<file path="src/rtl/vga_pkg.sv">
// Shared VGA raster definitions: standard mode timing tuples and a total-length helper.
package vga_pkg;

  typedef struct packed {
    logic [11:0] active;
    logic [11:0] fp;
    logic [11:0] sync;
    logic [11:0] bp;
  } timing_t;

  // 640x480@60: 25 MHz pixel from a 100 MHz clk divided by 4
  localparam timing_t VGA640_H = '{active: 12'd640, fp: 12'd16, sync: 12'd96, bp: 12'd48};
  localparam timing_t VGA640_V = '{active: 12'd480, fp: 12'd10, sync: 12'd2, bp: 12'd33};
  localparam int VGA640_CLK_DIV = 4;

  // 800x600@72: 50 MHz clk used directly as the pixel clock
  localparam timing_t VGA800_H = '{active: 12'd800, fp: 12'd56, sync: 12'd120, bp: 12'd64};
  localparam timing_t VGA800_V = '{active: 12'd600, fp: 12'd37, sync: 12'd6, bp: 12'd23};
  localparam int VGA800_CLK_DIV = 1;

  localparam int MAX_TOTAL = 4096;

  function automatic int timing_total(input int active, input int fp, input int sync, input int bp);
    return active + fp + sync + bp;
  endfunction

endpackage

</file>
<file path="src/rtl/vga_delay_line.sv">
// Clock-enable gated shift register with async and sync clear to a programmable value.
module vga_delay_line
  import vga_pkg::*;
#(
  parameter int              WIDTH   = 1,
  parameter int              DEPTH   = 1,
  parameter logic [WIDTH-1:0] CLR_VAL = '0
) (
  input  logic             clk,
  input  logic             rst_n,
  input  logic             ce,
  input  logic             clr,
  input  logic [WIDTH-1:0] din,
  output logic [WIDTH-1:0] tap,
  output logic [WIDTH-1:0] dout
);

  logic [WIDTH-1:0] stage_r [DEPTH];

  // Shift one stage per enabled tick; clears load the inactive pattern
  always_ff @(posedge clk or negedge rst_n) begin
    if (!rst_n) begin
      for (int i = 0; i < DEPTH; i++) stage_r[i] <= CLR_VAL;
    end else if (clr) begin
      for (int i = 0; i < DEPTH; i++) stage_r[i] <= CLR_VAL;
    end else if (ce) begin
      stage_r[0] <= din;
      for (int i = 1; i < DEPTH; i++) stage_r[i] <= stage_r[i-1];
    end
  end

  assign dout = stage_r[DEPTH-1];

  // tap is the value about to enter the last stage, so a parallel output
  // register can be loaded in step with dout
  generate
    if (DEPTH == 1) begin : g_tap_din
      assign tap = din;
    end else begin : g_tap_stage
      assign tap = stage_r[DEPTH-2];
    end
  endgenerate

endmodule

</file>
<file path="src/rtl/vga_timing_gen.sv">
// Parametrised VGA raster generator: pixel tick, coordinates for an upstream renderer,
// and sync/de/rgb pins realigned to the renderer's return latency.
module vga_timing_gen
  import vga_pkg::*;
#(
  parameter int   CLK_DIV  = VGA640_CLK_DIV,
  parameter int   H_ACTIVE = int'(VGA640_H.active),
  parameter int   H_FP     = int'(VGA640_H.fp),
  parameter int   H_SYNC   = int'(VGA640_H.sync),
  parameter int   H_BP     = int'(VGA640_H.bp),
  parameter int   V_ACTIVE = int'(VGA640_V.active),
  parameter int   V_FP     = int'(VGA640_V.fp),
  parameter int   V_SYNC   = int'(VGA640_V.sync),
  parameter int   V_BP     = int'(VGA640_V.bp),
  parameter logic HS_POL   = 1'b0,
  parameter logic VS_POL   = 1'b0,
  parameter int   PIX_LAT  = 1,
  parameter int   RGB_W    = 8
) (
  input  logic             clk,
  input  logic             rst_n,
  input  logic             en,
  output logic             pix_ce,
  output logic             pix_req,
  output logic [11:0]      pix_x,
  output logic [11:0]      pix_y,
  output logic             frame_start,
  output logic             line_start,
  input  logic [RGB_W-1:0] rgb_in,
  output logic             hs,
  output logic             vs,
  output logic             de,
  output logic [RGB_W-1:0] rgb_out
);

  localparam int H_TOTAL = timing_total(H_ACTIVE, H_FP, H_SYNC, H_BP);
  localparam int V_TOTAL = timing_total(V_ACTIVE, V_FP, V_SYNC, V_BP);
  localparam int DIV_W   = (CLK_DIV > 1) ? $clog2(CLK_DIV) : 1;

  localparam logic [DIV_W-1:0] DIV_LAST = DIV_W'(CLK_DIV - 1);
  localparam logic [11:0] H_LAST = 12'(H_TOTAL - 1);
  localparam logic [11:0] V_LAST = 12'(V_TOTAL - 1);
  // 13-bit bounds so a 4096-long raster still compares correctly
  localparam logic [12:0] H_ACT_E  = 13'(H_ACTIVE);
  localparam logic [12:0] V_ACT_E  = 13'(V_ACTIVE);
  localparam logic [12:0] HS_BEG   = 13'(H_ACTIVE + H_FP);
  localparam logic [12:0] HS_END   = 13'(H_ACTIVE + H_FP + H_SYNC);
  localparam logic [12:0] VS_BEG   = 13'(V_ACTIVE + V_FP);
  localparam logic [12:0] VS_END   = 13'(V_ACTIVE + V_FP + V_SYNC);
  localparam logic [2:0]  DL_CLR   = {~HS_POL, ~VS_POL, 1'b0};

  if (H_TOTAL > MAX_TOTAL || V_TOTAL > MAX_TOTAL) begin : g_bad_total
    $error("vga_timing_gen: raster totals must not exceed %0d", MAX_TOTAL);
  end
  if (CLK_DIV < 1 || CLK_DIV > 16) begin : g_bad_div
    $error("vga_timing_gen: CLK_DIV must be 1..16");
  end
  if (PIX_LAT < 0 || PIX_LAT > 7) begin : g_bad_lat
    $error("vga_timing_gen: PIX_LAT must be 0..7");
  end

  logic [DIV_W-1:0] div_r;
  logic [DIV_W-1:0] div_nxt_s;
  logic             pix_ce_r;
  logic [11:0]      x_r;
  logic [11:0]      y_r;
  logic [11:0]      x_nxt_s;
  logic [11:0]      y_nxt_s;
  logic [12:0]      x_ext_s;
  logic [12:0]      y_ext_s;
  logic             hs_raw_s;
  logic             vs_raw_s;
  logic [2:0]       dl_tap_s;
  logic [2:0]       dl_out_s;
  logic [RGB_W-1:0] rgb_r;

  assign x_ext_s = {1'b0, x_r};
  assign y_ext_s = {1'b0, y_r};

  // Next divider phase and next raster position
  always_comb begin
    div_nxt_s = DIV_W'(0);
    x_nxt_s   = 12'd0;
    y_nxt_s   = y_r;
    if (div_r == DIV_LAST) begin
      div_nxt_s = DIV_W'(0);
    end else begin
      div_nxt_s = div_r + DIV_W'(1);
    end
    if (x_r == H_LAST) begin
      x_nxt_s = 12'd0;
      if (y_r == V_LAST) begin
        y_nxt_s = 12'd0;
      end else begin
        y_nxt_s = y_r + 12'd1;
      end
    end else begin
      x_nxt_s = x_r + 12'd1;
    end
  end

  // Divider, pixel tick and raster counters; dropping en parks everything at the origin
  always_ff @(posedge clk or negedge rst_n) begin
    if (!rst_n) begin
      div_r    <= DIV_W'(0);
      pix_ce_r <= 1'b0;
      x_r      <= 12'd0;
      y_r      <= 12'd0;
    end else if (!en) begin
      div_r    <= DIV_W'(0);
      pix_ce_r <= 1'b0;
      x_r      <= 12'd0;
      y_r      <= 12'd0;
    end else begin
      div_r    <= div_nxt_s;
      pix_ce_r <= (div_nxt_s == DIV_LAST);
      if (pix_ce_r) begin
        x_r <= x_nxt_s;
        y_r <= y_nxt_s;
      end
    end
  end

  assign hs_raw_s    = (x_ext_s >= HS_BEG && x_ext_s < HS_END) ? HS_POL : ~HS_POL;
  assign vs_raw_s    = (y_ext_s >= VS_BEG && y_ext_s < VS_END) ? VS_POL : ~VS_POL;
  assign pix_req     = (x_ext_s < H_ACT_E) && (y_ext_s < V_ACT_E);
  assign pix_ce      = pix_ce_r;
  assign pix_x       = x_r;
  assign pix_y       = y_r;
  assign line_start  = pix_ce_r && (x_r == 12'd0);
  assign frame_start = pix_ce_r && (x_r == 12'd0) && (y_r == 12'd0);

  // Last stage of this line is the hs/vs/de pin register
  vga_delay_line #(
    .WIDTH   (3),
    .DEPTH   (PIX_LAT + 1),
    .CLR_VAL (DL_CLR)
  ) u_align (
    .clk   (clk),
    .rst_n (rst_n),
    .ce    (pix_ce_r),
    .clr   (!en),
    .din   ({hs_raw_s, vs_raw_s, pix_req}),
    .tap   (dl_tap_s),
    .dout  (dl_out_s)
  );

  // Colour register loaded alongside de; the mux keeps unrequested rgb_in off the pins
  always_ff @(posedge clk or negedge rst_n) begin
    if (!rst_n) begin
      rgb_r <= '0;
    end else if (!en) begin
      rgb_r <= '0;
    end else if (pix_ce_r) begin
      rgb_r <= dl_tap_s[0] ? rgb_in : '0;
    end
  end

  assign hs      = dl_out_s[2];
  assign vs      = dl_out_s[1];
  assign de      = dl_out_s[0];
  assign rgb_out = rgb_r;

endmodule

</file>
<file path="config.mk">
export PLATFORM = sky130hd
export DESIGN_NAME = vga_timing_gen
export DESIGN_NICKNAME = d
export VERILOG_FILES = /design/src/rtl/vga_pkg.sv /design/src/rtl/vga_delay_line.sv /design/src/rtl/vga_timing_gen.sv
export SDC_FILE = /design/constraint.sdc
export NUM_CORES = 1
export LEC_CHECK = 0
export BUFFER_PORTS_ARGS = -buffer_cell sky130_fd_sc_hd__buf_4
export CORE_ASPECT_RATIO = 1.5
export CORE_MARGIN = 2
export CORE_UTILIZATION = 45
export DETAILED_ROUTE_END_ITERATION = 8
export PLACE_DENSITY_LB_ADDON = 0.2
export REMOVE_ABC_BUFFERS = 1
export SLEW_MARGIN = 15
export SYNTH_ARGS = -nofsm -noshare
export SYNTH_HDL_FRONTEND = slang
export SYNTH_SLANG_ARGS = --single-unit
</file>
<file path="constraint.sdc">
create_clock -name clk -period 5.2 [get_ports clk]
set_clock_uncertainty 0.15 [all_clocks]
set_input_delay 1.04 -clock clk [delete_from_list [all_inputs] [get_ports clk]]
set_output_delay 1.04 -clock clk [all_outputs]
set_load 0.02 [all_outputs]
</file>
* Word-level counts from Yosys, hierarchy flattened
Cells that the tools add are included.
Storage, ports and cells: register bits after elaboration 41, bits of input ports 11, output and inout port bits 39, word-level logic and storage cells 47
Cells by class: $add $sub $neg 3, order comparisons 6, equal/unequal tests 6, mux-type cells 17, reduce and logical (&&, ||, !) cells 8
Operators with widths (count):
- 12-bit two-way mux | 7
- 12-bit by 1-bit adder with 12-bit output (second input constant) | 2
- 12-bit by 10-bit == test with 1-bit output (second input constant) | 2
- 12-bit zero test | 2
- 12-bit by 10-bit < comparator with 1-bit output (second input constant) | 2
- 12-bit by 9-bit < comparator with 1-bit output (second input constant) | 2
- 8-bit two-way mux | 3
- 12-bit by 10-bit >= comparator with 1-bit output (second input constant) | 1
- 12-bit by 9-bit >= comparator with 1-bit output (second input constant) | 1
- 6-bit two-way mux | 2
- 1-bit logical AND | 5
- 2-bit == test (second input constant) | 2
- 2-bit two-way mux | 2
- 2-bit by 1-bit != test with 1-bit output (second input constant) | 2
- 1-bit two-way mux | 3
- 2-bit by 1-bit adder with 2-bit output (second input constant) | 1
- 2-bit AND reduction | 1

* Depth between registers and ports, before layout
depth in word-level cells 5, mapped depth 7, mapped depth without buffers 6

* Hierarchy
Synthesis repeated with hierarchy kept, for this count alone.
Unflattened totals: cell total of the unflattened synthesis 240, area, all modules 2322.2 um^2
By module, submodules not included:
- vga_timing_gen | instances 1, cells each 221, area an instance 2058.2 um^2, sequential area each 875.8 um^2
- vga_delay_line | instances 1, cells each 19, area an instance 264.0 um^2, sequential area each 155.1 um^2

* Least setup slack after synthesis
OpenSTA, ideal clock, no wires.
path kind register to output, from register x_r[0], in the netlist pix_x[0], to output port frame_start, arrival 2152 ps, required time 4010 ps, slack 1858 ps, cell stages (with the launch flop) 6, path buffers 0, cell sequence dfrtp_1 -> inv_1 -> ha_1 -> or4b_1 -> nor4_2 -> nor3b_1
Between the ends: word-level cells in the longest chain between the ends 3
Ends and longest elaborated chain:
- from (decl) | RTL line vga_timing_gen.sv:65 | logic [11:0] x_r;
- from (signal assigned) | RTL line vga_timing_gen.sv:118 | x_r <= x_nxt_s;
- 12-bit zero test
- 1-bit logical AND
- named net line_start | RTL line vga_timing_gen.sv:28 | output logic line_start,
- 1-bit logical AND | RTL line vga_timing_gen.sv:131 | assign frame_start = pix_ce_r && (x_r == 12'd0) && (y_r == 12'd0);
- to (decl) | RTL line vga_timing_gen.sv:27 | output logic frame_start,
The timed path passes the listed nets, and every way through them passes these cells.

* Worst setup path in the final report
from register pix_ce_r, in the netlist pix_ce, to output port frame_start
Between the ends: word-level cells in the longest chain between the ends 2
Ends and longest elaborated chain:
- from (decl) | RTL line vga_timing_gen.sv:64 | logic pix_ce_r;
- from (signal assigned) | RTL line vga_timing_gen.sv:116 | pix_ce_r <= (div_nxt_s == DIV_LAST);
- 1-bit logical AND (2 in series) | RTL line vga_timing_gen.sv:131
No other way between the ends.

==> reports/qor.txt <==
Max IR drop VDD - 0.0999 mV
Async SR Flop Fraction - 100%
die area - 5570 um^2
Storage cell area - 1030 um^2
Setup CP Type - flip-flop to primary output
Worst Path Max Fanout - 29
first-pass GRT wire length - 8.36 mm
Final Net Count - 287
Port-buffer cells - 49
Data arrival, critical path - 2.53 ns
CP Launch Type - flip-flop
via count - 1,903
I/O pin count - 50
Rows - 31
number of synthesized flops with an enable pin - 0
Gate Count Post-Synth - 227
adder-cell share of the synthesized area - 3.91%
Top FF cell, synth - dfrtp_1
Core Area - 4810 um^2
critical-path cell list - nor4b_2 > nand2_1 > nor4_2 > nor3b_1 > buf_4
Leakage - 1.19 nW
DIE WIDTH - 61.6 um
ANT cells - 0
Total Power - 0.639 mW
dominant cell type by area after synthesis - dfrtp_1
final WL - 5.13 mm
synthesized flop and latch total - 41
slowest cell delay on critical path - 0.93 ns
Worst Path Buf+Inv - 1
DR WL/cell - 15.3 um
top post-synthesis cells by count - 37 x dfrtp_1, 19 x nand3_1, 17 x nor2_1
PostCTS Resize Cnt - 0
CTS tree - done
Hold Vio Cnt, Final - 0
Synth Area in XOR/XNOR - 3.13%
critical path capture point type - primary output
share of layout cells above drive strength 1 - 27.4%
area occupied by multi-input gates - 1110 um^2
Post-CTS Setup Inserts - 0
synth top area cells - dfrtp_1 41%, dfstp_2 4.7%, nand3_1 4.2%
RSZ-0062 raised after global routing - false
largest family of logic cells by synthesized area - simple AND/OR/NAND/NOR gates
vias in the first global route - 1,727
Die H - 90.4 um
slew margin rel. - 40.8%
Peak Freq - 268 MHz
P&R area growth vs syn - 22.3%
number of nets with antenna violations after routing - 0
Slew Limit Fails - 0
Setup violations, final - 0
Syn Area/Cell - 9.87 um^2
hpwl dp - 3.64 mm
Worst-Margin Slew - 0.888 ns
Worst EP required - 4.01 ns
Crit-path slowest cell - dfrtp_1
clk root buf - clkbuf_8
Setup TNS - 0 ns
Simple-Gate Fraction of Synth Area - 27.7%
First-pass DRT Iterations - 4
Initial Util - 46.6%
final period utilization - 71.6%
clock period minus worst slack - 3.72 ns
gr usage total - 19.7%
total CTS buffers - 5
clk_lat worst skew - 0.29 ns
CP top delay family - simple AND/OR/NAND/NOR gates
FILL cells - 482
clock-pin slew on the worst setup and hold paths - 0.08 ns
DRC - 0
Starting DRT DRC Count - 70
Mapped Area - 2240 um^2
initial antenna violation count - 0
cts hold-fix bufs - 0
CTS sink count - 41
Synth Area in Compound Gates - 11.6%
htree depth - 2
synth warn - 0
mux cell area share after synthesis - 3.13%
sequential-to-total area share from yosys stat - 46.0%
most common cell in the synthesized netlist - dfrtp_1
max-cap viol count - 0
post-synth cell types - 47
routability cong. - 0.792
Synth top area share - 41.3%
vias per cell - 5.66
gr ovfl total - 0
Hold Crit Class - flip-flop to flip-flop
largest net degree at the start of global routing - 42
status - completed
Pwr Density - 233 nW/um^2
Max Root-Sink Buffers - 2
[cells in the final DEF, fill, tap and decap left out, types with 8 or more instances in the layout]
master and n:
a21oi_1 10, buf_4 49, a31oi_1 8, nand2_1 10, dfrtp_1 37, nor2_1 17
nand3_1 19, nand2b_1 10, nand4_1 10
[sequential cells by signal, summed over array words and instances (netlist names)]
register	count
pix_ce	1
u_align.dout	3
pix_x	12
rgb_out	8
u_align.tap	3
pix_y	12
div_r	2
[worst paths after layout]
kind	from	end	slack, ns	depth (start not counted)
max	pix_ce	frame_start	1.48	5
min	div_r[0]	div_r[0]	0.32	1
max reg2reg	pix_ce	pix_y[10]	2.53	4
min reg2reg	div_r[0]	div_r[0]	0.32	1
max in group asynchronous	rst_n	u_align.tap[1]	3.95	1
min in group asynchronous	rst_n	u_align.tap[0]	0.56	1
[logic make-up after synthesis]
group	Yosys count
AND/OR/NAND/NOR	102
flip-flops	41
AO/OA/AOI/OAI	40
buffers and inverters	22
XOR/XNOR	8
multiplexers	7
adder cells (fa/ha/maj)	7
[final cells by class]
cell class	count	area share, %
clock inverter	2	1.37
inverter	8	1.10
timing repair buffer	49	13.4
multi-input combinational	164	40.5
tap	66	3.01
clock buffer	6	3.01
sequential	41	37.6
[through the flow]
| step | area (um^2) | utilization (%) | worst slack, ns | hold slack (ns) | cells |
|---|---|---|---|---|---|
| final | 2740 | 57.0 | 1.48 | 0.323 | 336 |
| after detailed placement | 2620 | 54.5 | 1.82 | 0.312 | 328 |
| after floorplan | 2170 | - | 1.56 | 0.283 | 213 |
| after global routing | 2740 | 57.0 | 1.17 | 0.357 | 336 |
| after CTS | 2740 | 57.0 | 1.48 | 0.324 | 336 |
| after global placement | 2620 | 54.5 | 1.86 | 0.304 | 328 |
[power by group]
group | internal (mW) | switching, mW | total, mW | leakage [nW]
combinational | 0.0169 | 0.0253 | 0.0423 | 0.581
sequential | 0.322 | 0.00773 | 0.330 | 0.556
clock | 0.156 | 0.110 | 0.266 | 0.0574
[routing by layer]
metal / GRT usage (%) / wire length (um) / vias up / part of all wire [%]
li1: - / - / 912 / -
met1: 25.9 / 2220 / 919 / 43
met2: 31.7 / 2600 / 64 / 51
met3: 3.72 / 236 / 8 / 4.6
met4: 6.56 / 80 / 0 / 1.6
met5: 0 / 0 / - / 0
Note: power is estimated with default switching activity, not from simulation.
